==> src/rtl/lcd_pkg.sv <==
// lcd_pkg: LCD command/ASCII constants, FSM state types and small helpers
package lcd_pkg;
    localparam logic [7:0] CMD_FUNC_SET = 8'h38;
    localparam logic [7:0] CMD_DISP_ON  = 8'h0C;
    localparam logic [7:0] CMD_ENTRY    = 8'h06;
    localparam logic [7:0] CMD_CLEAR    = 8'h01;
    localparam logic [7:0] CMD_LINE1    = 8'h80;
    localparam logic [7:0] ASCII_COLON  = 8'h3A;
    localparam logic [7:0] ASCII_DOT    = 8'h2E;
    localparam logic [7:0] ASCII_DASH   = 8'h2D;
    typedef enum logic [2:0] {PWR_WAIT, INIT, SNAP, ADDR, CHARS, GAP} lcd_state_t;
    typedef enum logic [1:0] {PH_IDLE, PH_SETUP, PH_PULSE, PH_HOLD} xfer_phase_t;
    function automatic int max2(input int a, input int b);
        return a > b ? a : b;
    endfunction
    function automatic logic [7:0] sanitize(input logic [7:0] b);
        return (b >= 8'h30 && b <= 8'h39) ? b : ASCII_DASH;
    endfunction
endpackage

==> src/rtl/lcd_clock_writer_byte_xfer.sv <==
// lcd_byte_xfer: one LCD bus write as SETUP / E PULSE / HOLD with back-to-back restart
module lcd_byte_xfer
    import lcd_pkg::*;
#(
    parameter int SETUP_CLKS      = 2,
    parameter int E_CLKS          = 12,
    parameter int WAIT_CLKS       = 2500,
    parameter int CLEAR_WAIT_CLKS = 100000
) (
    input  logic       clk,
    input  logic       reset,
    input  logic       start,
    input  logic       rs,
    input  logic [7:0] data,
    input  logic       long_wait,
    output logic       busy,
    output logic       done,
    output logic       lcd_e,
    output logic       lcd_rs,
    output logic [7:0] lcd_data
);
    localparam int CW = $clog2(max2(max2(SETUP_CLKS, E_CLKS), max2(WAIT_CLKS, CLEAR_WAIT_CLKS))) + 1;

    xfer_phase_t   phase;
    logic [CW-1:0] cnt;
    logic [CW-1:0] last;
    logic          long_q;
    logic          wrap;

    // terminal count of the current phase
    always_comb begin
        last = phase == PH_SETUP ? CW'(SETUP_CLKS - 1) :
               phase == PH_PULSE ? CW'(E_CLKS - 1) :
               long_q            ? CW'(CLEAR_WAIT_CLKS - 1) : CW'(WAIT_CLKS - 1);
        wrap = cnt == last;
    end

    assign busy  = phase != PH_IDLE;
    assign done  = phase == PH_HOLD && wrap;
    assign lcd_e = phase == PH_PULSE;

    // phase sequencing; a start on the last hold cycle chains the next byte with no idle gap
    always_ff @(posedge clk) begin
        if (reset) begin
            phase    <= PH_IDLE;
            cnt      <= '0;
            long_q   <= 1'b0;
            lcd_rs   <= 1'b0;
            lcd_data <= '0;
        end else if (start && (!busy || done)) begin
            phase    <= PH_SETUP;
            cnt      <= '0;
            long_q   <= long_wait;
            lcd_rs   <= rs;
            lcd_data <= data;
        end else if (busy && wrap) begin
            phase <= phase == PH_SETUP ? PH_PULSE : phase == PH_PULSE ? PH_HOLD : PH_IDLE;
            cnt   <= '0;
        end else if (busy) begin
            cnt <= cnt + 1'b1;
        end
    end
endmodule

==> src/rtl/lcd_clock_writer.sv <==
// lcd_clock_writer: HD44780 init then continuous "HH:MM:SS.cc" refresh of line 1
module lcd_clock_writer
    import lcd_pkg::*;
#(
    parameter int POWERON_CLKS    = 750000,
    parameter int SETUP_CLKS      = 2,
    parameter int E_CLKS          = 12,
    parameter int WAIT_CLKS       = 2500,
    parameter int CLEAR_WAIT_CLKS = 100000,
    parameter int GAP_CLKS        = 500000
) (
    input  logic       clk,
    input  logic       reset,
    input  logic [7:0] hour_10,
    input  logic [7:0] hour_1,
    input  logic [7:0] min_10,
    input  logic [7:0] min_1,
    input  logic [7:0] sec_10,
    input  logic [7:0] sec_1,
    input  logic [7:0] cnt_10,
    input  logic [7:0] cnt_1,
    output logic       lcd_e,
    output logic       lcd_rs,
    output logic       lcd_rw,
    output logic [7:0] lcd_data,
    output logic       init_done,
    output logic       frame_done
);
    localparam int CW = $clog2(max2(max2(max2(POWERON_CLKS, GAP_CLKS), max2(SETUP_CLKS, E_CLKS)),
                                    max2(WAIT_CLKS, CLEAR_WAIT_CLKS))) + 1;
    localparam logic [3:0][7:0] INIT_CMDS = {CMD_CLEAR, CMD_ENTRY, CMD_DISP_ON, CMD_FUNC_SET};

    lcd_state_t       state, state_nx;
    logic [CW-1:0]    cnt, cnt_nx;
    logic [3:0]       idx, idx_nx, nidx;
    logic             init_nx, frame_nx;
    logic [7:0][7:0]  snap;
    logic [10:0][7:0] line;
    logic             x_start, x_rs, x_long, x_busy, x_done;
    logic [7:0]       x_data;

    assign lcd_rw = 1'b0;
    assign nidx   = idx + 4'd1;
    assign x_long = !x_rs && x_data == CMD_CLEAR;
    assign line   = {sanitize(snap[7]), sanitize(snap[6]), ASCII_DOT,
                     sanitize(snap[5]), sanitize(snap[4]), ASCII_COLON,
                     sanitize(snap[3]), sanitize(snap[2]), ASCII_COLON,
                     sanitize(snap[1]), sanitize(snap[0])};

    lcd_byte_xfer #(
        .SETUP_CLKS      (SETUP_CLKS),
        .E_CLKS          (E_CLKS),
        .WAIT_CLKS       (WAIT_CLKS),
        .CLEAR_WAIT_CLKS (CLEAR_WAIT_CLKS)
    ) u_xfer (
        .clk       (clk),
        .reset     (reset),
        .start     (x_start),
        .rs        (x_rs),
        .data      (x_data),
        .long_wait (x_long),
        .busy      (x_busy),
        .done      (x_done),
        .lcd_e     (lcd_e),
        .lcd_rs    (lcd_rs),
        .lcd_data  (lcd_data)
    );

    // next-state logic; each byte is launched in the cycle the previous one finishes
    always_comb begin
        state_nx = state;
        cnt_nx   = cnt;
        idx_nx   = idx;
        init_nx  = init_done;
        frame_nx = 1'b0;
        x_start  = 1'b0;
        x_rs     = 1'b0;
        x_data   = '0;
        case (state)
            PWR_WAIT: if (cnt == CW'(POWERON_CLKS - 1)) begin
                state_nx = INIT;
                idx_nx   = '0;
                x_start  = 1'b1;
                x_data   = INIT_CMDS[0];
            end else cnt_nx = cnt + 1'b1;
            INIT: if (x_done) begin
                if (idx == 4'd3) begin
                    state_nx = SNAP;
                    init_nx  = 1'b1;
                end else begin
                    idx_nx  = nidx;
                    x_start = 1'b1;
                    x_data  = INIT_CMDS[nidx[1:0]];
                end
            end
            SNAP: if (!x_busy) begin
                state_nx = ADDR;
                x_start  = 1'b1;
                x_data   = CMD_LINE1;
            end
            ADDR: if (x_done) begin
                state_nx = CHARS;
                idx_nx   = '0;
                x_start  = 1'b1;
                x_rs     = 1'b1;
                x_data   = line[0];
            end
            CHARS: if (x_done) begin
                if (idx == 4'd10) begin
                    state_nx = GAP;
                    cnt_nx   = '0;
                    frame_nx = 1'b1;
                end else begin
                    idx_nx  = nidx;
                    x_start = 1'b1;
                    x_rs    = 1'b1;
                    x_data  = line[nidx];
                end
            end
            GAP: if (cnt == CW'(GAP_CLKS - 1)) begin
                state_nx = SNAP;
                cnt_nx   = '0;
            end else cnt_nx = cnt + 1'b1;
            default: state_nx = PWR_WAIT;
        endcase
    end

    // state registers and the per-frame input snapshot
    always_ff @(posedge clk) begin
        if (reset) begin
            state      <= PWR_WAIT;
            cnt        <= '0;
            idx        <= '0;
            init_done  <= 1'b0;
            frame_done <= 1'b0;
            snap       <= '0;
        end else begin
            state      <= state_nx;
            cnt        <= cnt_nx;
            idx        <= idx_nx;
            init_done  <= init_nx;
            frame_done <= frame_nx;
            if (state == SNAP) snap <= {cnt_1, cnt_10, sec_1, sec_10, min_1, min_10, hour_1, hour_10};
        end
    end
endmodule

==> config.mk <==
export PLATFORM = sky130hd
export DESIGN_NAME = lcd_clock_writer
export DESIGN_NICKNAME = d
export VERILOG_FILES = /design/src/rtl/lcd_pkg.sv /design/src/rtl/lcd_clock_writer_byte_xfer.sv /design/src/rtl/lcd_clock_writer.sv
export SDC_FILE = /design/constraint.sdc
export NUM_CORES = 1
export LEC_CHECK = 0
export ABC_AREA = 1
export CELL_PAD_IN_SITES_DETAIL_PLACEMENT = 1
export CELL_PAD_IN_SITES_GLOBAL_PLACEMENT = 1
export CORE_MARGIN = 10
export CORE_UTILIZATION = 24
export DETAILED_ROUTE_END_ITERATION = 6
export HOLD_SLACK_MARGIN = 0.1
export PLACE_DENSITY_LB_ADDON = 0.1
export REMOVE_ABC_BUFFERS = 1
export SYNTH_ARGS = -nofsm -noshare
export SYNTH_HDL_FRONTEND = slang
export SYNTH_SLANG_ARGS = --single-unit
==> constraint.sdc <==
create_clock -name clk -period 2.6 [get_ports clk]
set_input_delay 0.52 -clock clk [delete_from_list [all_inputs] [get_ports clk]]
set_output_delay 0.52 -clock clk [all_outputs]
set_load 0.05 [all_outputs]
======== Word level (Yosys, flattened, before mapping) ========
Index checks and enable logic that the tools add are counted.
W data, S select, Z words.
word-level totals
  register bits ........................... 124
  ROM bits ................................ 0
  output and inout bits ................... 13
  logic and storage cells ................. 152
  input port bits ......................... 66
  bits in latches ......................... 0
  memories ................................ 0
  RAM bits ................................ 0
cells by class
  $lt $le $gt $ge ......................... 18
  reduce and logical (&&, ||, !) cells .... 27
  div/mod/pow operators ................... 0
  $add $sub $neg .......................... 3
  bitwise gates (word level) .............. 2
  equality and inequality tests ........... 25
  shift-type cells ........................ 0
  mux-type cells .......................... 58
  multipliers ............................. 0
operators with widths
  cell                     count
  $mux W8                  16
  $mux W21                 4
  $ge A8 B6 Y1 const B     8
  $le A8 B6 Y1 const B     8
  $pmux W21 S3             1
  $pmux W8 S5              1
  $mux W18                 2
  $bmux W8 S4              1
  $mux W3                  8
  $mux W4                  6
  $add A21 B1 Y21 const B  1
  $eq A21 B19 Y1 const B   1
  $eq A21 B20 Y1 const B   1
  $add A18 B1 Y18 const B  1
  $eq A18 B18 Y1           1
  $pmux W3 S6              1
  $mux W17                 1
  $bmux W8 S2              1
  $ne A2 B2 Y1 const B     8
  $pmux W4 S4              1
  $logic_and A1 B1 Y1      12
  $mux W1                  10
  $eq A8 B1 Y1 const B     1
  $reduce_and A8 Y1        1
  other kinds (27)         37

======== Longest topological paths before layout ========
  word-level depth ........................ 10
  mapped depth ............................ 19

======== Cells and area by module ========
Synthesis repeated with hierarchy kept, for this count alone.
second synthesis, totals
  cells, all modules ...................... 1,045
  area, all modules ....................... 6,809.0 um^2
by module, submodules not included
  module            times used  area each (um^2)  cells an instance  sequential area each (um^2)
  lcd_clock_writer  1           5,059.9           786                1,881.8
  lcd_byte_xfer     1           1,749.2           259                600.6

======== Least setup slack after synthesis ========
Ideal clock, no wire load.
  path kind ............................... reg2reg
  start ................................... register u_xfer.phase[0]
  end ..................................... register u_xfer.cnt[13]
  arrival time ............................ 2.355 ns
  data required time ...................... 2.483 ns
  cell stages (with the launch flop) ...... 18
  period minus slack after synthesis ...... 2.472 ns
  path buffers ............................ 2
  setup slack ............................. 0.128 ns
  cells stage by stage .................... dfxtp_1 inv_1 ha_1 inv_1 nand3_2 nand2_1 o21ai_0 nand3_1 nor2_4 buf_6 nand3_2 nand2_1 nor2_2 nor2_8 nor2_8 nand2_4 buf_6 nor2_2
on the way
  cells in the longest elaborated chain, start to end .. 9
  elaborated cells on any way between the ends .. 18
  classes of those cells .................. eq/ne (4); mux (7); reduce/logical (7)
RTL lines
  item                                   line                                                                      text
  from (decl)                            lcd_clock_writer_byte_xfer.sv:24                                          xfer_phase_t phase;
  from (signal assigned)                 lcd_clock_writer_byte_xfer.sv:57                                          phase <= phase == PH_SETUP ? PH_PULSE : phase == PH_PULSE ? PH_HOLD : PH_IDLE;
  $eq A2 B2 Y1 (*)                       n/a
  named net lcd_e                        lcd_clock_writer.sv:22                                                    output logic lcd_e,
  $mux W18 (*)                           lcd_clock_writer_byte_xfer.sv:33                                          phase == PH_PULSE ? CW'(E_CLKS - 1) :
  $mux W18 (*)                           lcd_clock_writer_byte_xfer.sv:32                                          last = phase == PH_SETUP ? CW'(SETUP_CLKS - 1) :
  $eq A18 B18 Y1 (*)                     lcd_clock_writer_byte_xfer.sv:35                                          wrap = cnt == last;
  $logic_and A1 B1 Y1                    lcd_clock_writer_byte_xfer.sv:39                                          assign done = phase == PH_HOLD && wrap;
  $mux W1 (on tied branches)             lcd_clock_writer.sv:108, lcd_clock_writer.sv:86, lcd_clock_writer.sv:101
  $pmux W1 S5                            lcd_clock_writer.sv:79                                                    case (state)
  $logic_and A1 B1 Y1                    lcd_clock_writer_byte_xfer.sv:50                                          end else if (start && (!busy || done)) begin
  $reduce_or A3 Y1 (no source line) (*)  n/a
  to (signal assigned)                   lcd_clock_writer_byte_xfer.sv:60                                          cnt <= cnt + 1'b1;
  to (decl)                              lcd_clock_writer_byte_xfer.sv:25                                          logic [CW-1:0] cnt;
The timed path passes the listed nets; every way through them passes the cells marked *.
A chain may end at the register's enable or synchronous reset.

======== Worst setup path after layout ========
  start ................................... register u_xfer.phase[0]
  end ..................................... output lcd_e
on the way
  cells in the longest elaborated chain, start to end .. 1
RTL lines
  item          line                              text
  $eq A2 B2 Y1  lcd_clock_writer_byte_xfer.sv:40  assign lcd_e = phase == PH_PULSE;
  to (decl)     lcd_clock_writer.sv:22
Every way passes these cells.

==> impl_metrics.csv <==
group,metric,value,unit
floorplanning,fp.dieW,184,um
drt,drt_pass1_iterations,4,
logic_synthesis,synth.distinct_cells,40,
critical_path,critPathCaptureType,"output port",
global_routing,grt-ovfl-total,0,
power_and_ir_drop,swShare,34.1,%
drt,wl,20900,um
clocking,cts_buffers,17,
finish,final_common_cell,"nand2_1",
logic_synthesis,yosysTopAreaCellShare,38.6,%
global_routing,grt_pass1_vias,6634,
power_and_ir_drop,switchingPower,2.31,mW
power_and_ir_drop,sequentialPowerShare,35.4,%
finish,drive_gt1_share,11.2,%
finish,antennaDiodeCount,0,
finish,area_delta_synth_final,31.7,%
critical_path,arrival,1.90,ns
run_status,status,"finished clean",
sta,hold_viol_final,0,
power_and_ir_drop,clkPwrFrac,37.4,%
power_and_ir_drop,peakVddDrop,0.403,mV
finish,fin_cells,1398,
clocking,cts_hold_buf,0,
sta,fin_worst_skew,0.0141,ns
floorplanning,die_area,33700,um2
floorplanning,dieHeight,184,um
power_and_ir_drop,leakagePower,3.23,nW
drt,wl_per_cell,15.0,um
logic_synthesis,netlist_top_cells_area,"dfxtp_1 39%, nand2_1 13%, a21oi_1 7.9%, nand3_1 7.4%, inv_1 6.0%",
finish,final_cell_mix,"213 x nand2_1, 123 x dfxtp_1, 102 x a21oi_1",
critical_path,required,2.08,ns
placement,post-place-ws,0.0352,ns
finish,stdcell_area,8470,um2
floorplanning,core,26200,um2
clocking,cts_max_level,4,
sta,slew_violations,0,
placement,numPortBuffers,77,
placement,placed_cell_area,7750,um2
power_and_ir_drop,total_power,6.77,mW
sta,relSlewSlack,64.0,%
clocking,cts_tree,"built",
sta,fin_ws,0.180,ns
worst_hold_path,hp-start,"snap[62]$_SDFFE_PP0P_",
clocking,cts-root-buf,"clkbuf_16",
drt,drc,0,
critical_path,crit_fanout,4,
critical_path,r2r_start,"u_xfer.phase[0]$_SDFFE_PP0P_",
worst_hold_path,hold_path_class,"flip-flop to flip-flop",
placement,dp_cells,1362,
power_and_ir_drop,p_int,4.46,mW
sta,tightest_slew,0.538,ns
global_routing,antenna_found_initial,0,
logic_synthesis,synth_warnings,0,
clocking,cts_buffer_depth,2,
floorplanning,ios,79,
clocking,path_clk_slew,0.06,ns
critical_path,worstSetupPathType,"flip-flop to output port",
global_routing,grt_start_max_net_pins,92,
global_routing,grt_pass1_wl,34400,um
drt,first_iter_violations,224,
floorplanning,start_util,24.5,%
clocking,clkLatencyLatePin,0.43,ns
logic_synthesis,synth_area_leader_cell,"dfxtp_1",
logic_synthesis,syn-instance-count,955,
power_and_ir_drop,power_frac_comb,27.2,%
sta,fmax,0.413,GHz
logic_synthesis,avgSynthCellArea,6.73,um2
finish,final_nets,1127,
logic_synthesis,synth.yosys.seq_area_share,38.6,%
worst_hold_path,whs_path_depth,2,
global_routing,grtUsageTotal,12.6,%
logic_synthesis,ys_ff_latch,124,
floorplanning,row_count,59,
critical_path,critPathLaunchType,"flip-flop",
placement,dp_hpwl,15800,um
clocking,cts.sinks,124,
critical_path,ff2ff_path_depth,17,
sta,setup_viol,0,
drt,drtAntennaViolNets,0,
sta,fin_crit,2.42,ns
drt,post_drt_via_cell_ratio,4.50,
sta,fin_crit_sh,93.1,%
logic_synthesis,netlist_area,6430,um2
power_and_ir_drop,p_per_area,800,nW/um2
drt,num_vias,6289,
worst_hold_path,holdPathEnd,"snap[62]$_SDFFE_PP0P_",
critical_path,r2r_slack,0.23,ns
placement,globalplace.congestion,0.770,
critical_path,r2r_end,"state[1]$_SDFFE_PP0P_",
flow_run,drv_cap,0,
==> Yosys cell counts (all sizes together) <==
library cell  count
nand4            22
dfxtp           124
nor2            107
nor3b             5
a21oi           102
clkbuf           29
conb              1
clkinv            2
xnor2             1
a211oi            4
a32oi             1
o221ai            1
nor4              2
xor2             16
inv             106
and3              1
buf               9
nand2           221
a31oi             2
o21ai            63
ha               11
or2               4
nand3b            1
nor3             23
nand3            97
==> power groups by stage <==
stage | registers [mW] | clock network (mW) | logic, mW
final | 2.40 | 2.53 | 1.84
after floorplan | 2.49 | 0 | 1.03
after global routing | 2.44 | 2.72 | 2.10
after detailed placement | 2.44 | 0 | 1.83
after CTS | 2.40 | 2.62 | 1.84
after global placement | 2.44 | 0 | 1.82
==> kinds of logic (layout without fill, tap and decap cells) <==
group | Yosys count | in the layout | synth area share, %
buffers and inverters | 146 | 254 | 8.99
adders and majority gates | 11 | 11 | 2.14
and+or+nand+nor | 483 | 483 | 34.1
other | 1 | 1 | 0.0583
xor gates and xnor gates | 17 | 17 | 2.32
DFF | 124 | 124 | 38.6
AOI/OAI and AO/OA | 173 | 173 | 13.8
==> per-stage QoR <==
stage	TNS (ns)	hold WS, ns	util [%]
after global routing	-0.0148	0.471	32.3
after detailed placement	0	0.446	29.6
after CTS	0	0.455	32.0
final	0	0.453	32.3
after floorplan	-131.91	0.431	-
after global placement	0	0.440	29.6
==> per-layer routing <==
layer	global-route usage, %	wire, um	up-vias
li1	-	-	3308
met1	15.6	10000	2902
met2	21.4	10100	73
met3	3.28	676	6
met4	2.89	129	0
met5	0	0	-
==> layout make-up <==
| class | count | area (um2) |
|---|---|---|
| Clock inverter | 14 | 185 |
| Inverter | 108 | 405 |
| Tap cell | 335 | 419 |
| Sequential cell | 124 | 2490 |
| Timing Repair Buffer | 114 | 1090 |
| Clock buffer | 18 | 439 |
| Fill cell | 3247 | 17700 |
| Multi-Input combinational cell | 685 | 3440 |
==> worst max path at each step <==
stage,from,endpoint,slack (ns),depth (start not counted)
2_1_floorplan,state[1]$_SDFFE_PP0P_,u_xfer.cnt[16]$_SDFFE_PP0N_,-1.84,11
3_3_place_gp,u_xfer.phase[0]$_SDFFE_PP0P_,u_xfer.cnt[2]$_SDFFE_PP0N_,0.08,15
3_5_place_dp,u_xfer.phase[0]$_SDFFE_PP0P_,u_xfer.cnt[2]$_SDFFE_PP0N_,0.04,17
4_1_cts,u_xfer.phase[0]$_SDFFE_PP0P_,state[1]$_SDFFE_PP0P_,0.02,17
5_1_grt,u_xfer.phase[0]$_SDFFE_PP0P_,state[2]$_SDFFE_PP0P_,-0.01,17
6_report,u_xfer.phase[0]$_SDFFE_PP0P_,lcd_e,0.18,3
==> worst max-delay path: stages, from the launching register on <==
cell and delay [ns]:
dfxtp_4 0.36, inv_2 0.10, ha_4 0.18, clkdlybuf4s50_1 0.83
==> registers in the layout, indices dropped and copies added, names as in the netlist <==
| signal | count |
|---|---|
| u_xfer.long_q | 1 |
| u_xfer.phase | 2 |
| frame_done | 1 |
| state | 3 |
| u_xfer.cnt | 18 |
| snap | 64 |
| cnt | 21 |
| idx | 4 |
| init_done | 1 |
| u_xfer.lcd_rs | 1 |
| u_xfer.lcd_data | 8 |
==> repair_timing <==
action | 4_1_cts | 5_1_grt
endpoints found under the setup margin | 1 | 57
resized for setup | 1 | 17
pin swaps | 1 | 5
setup buffers | 0 | 4
Note: power is estimated with default switching activity, not from simulation.
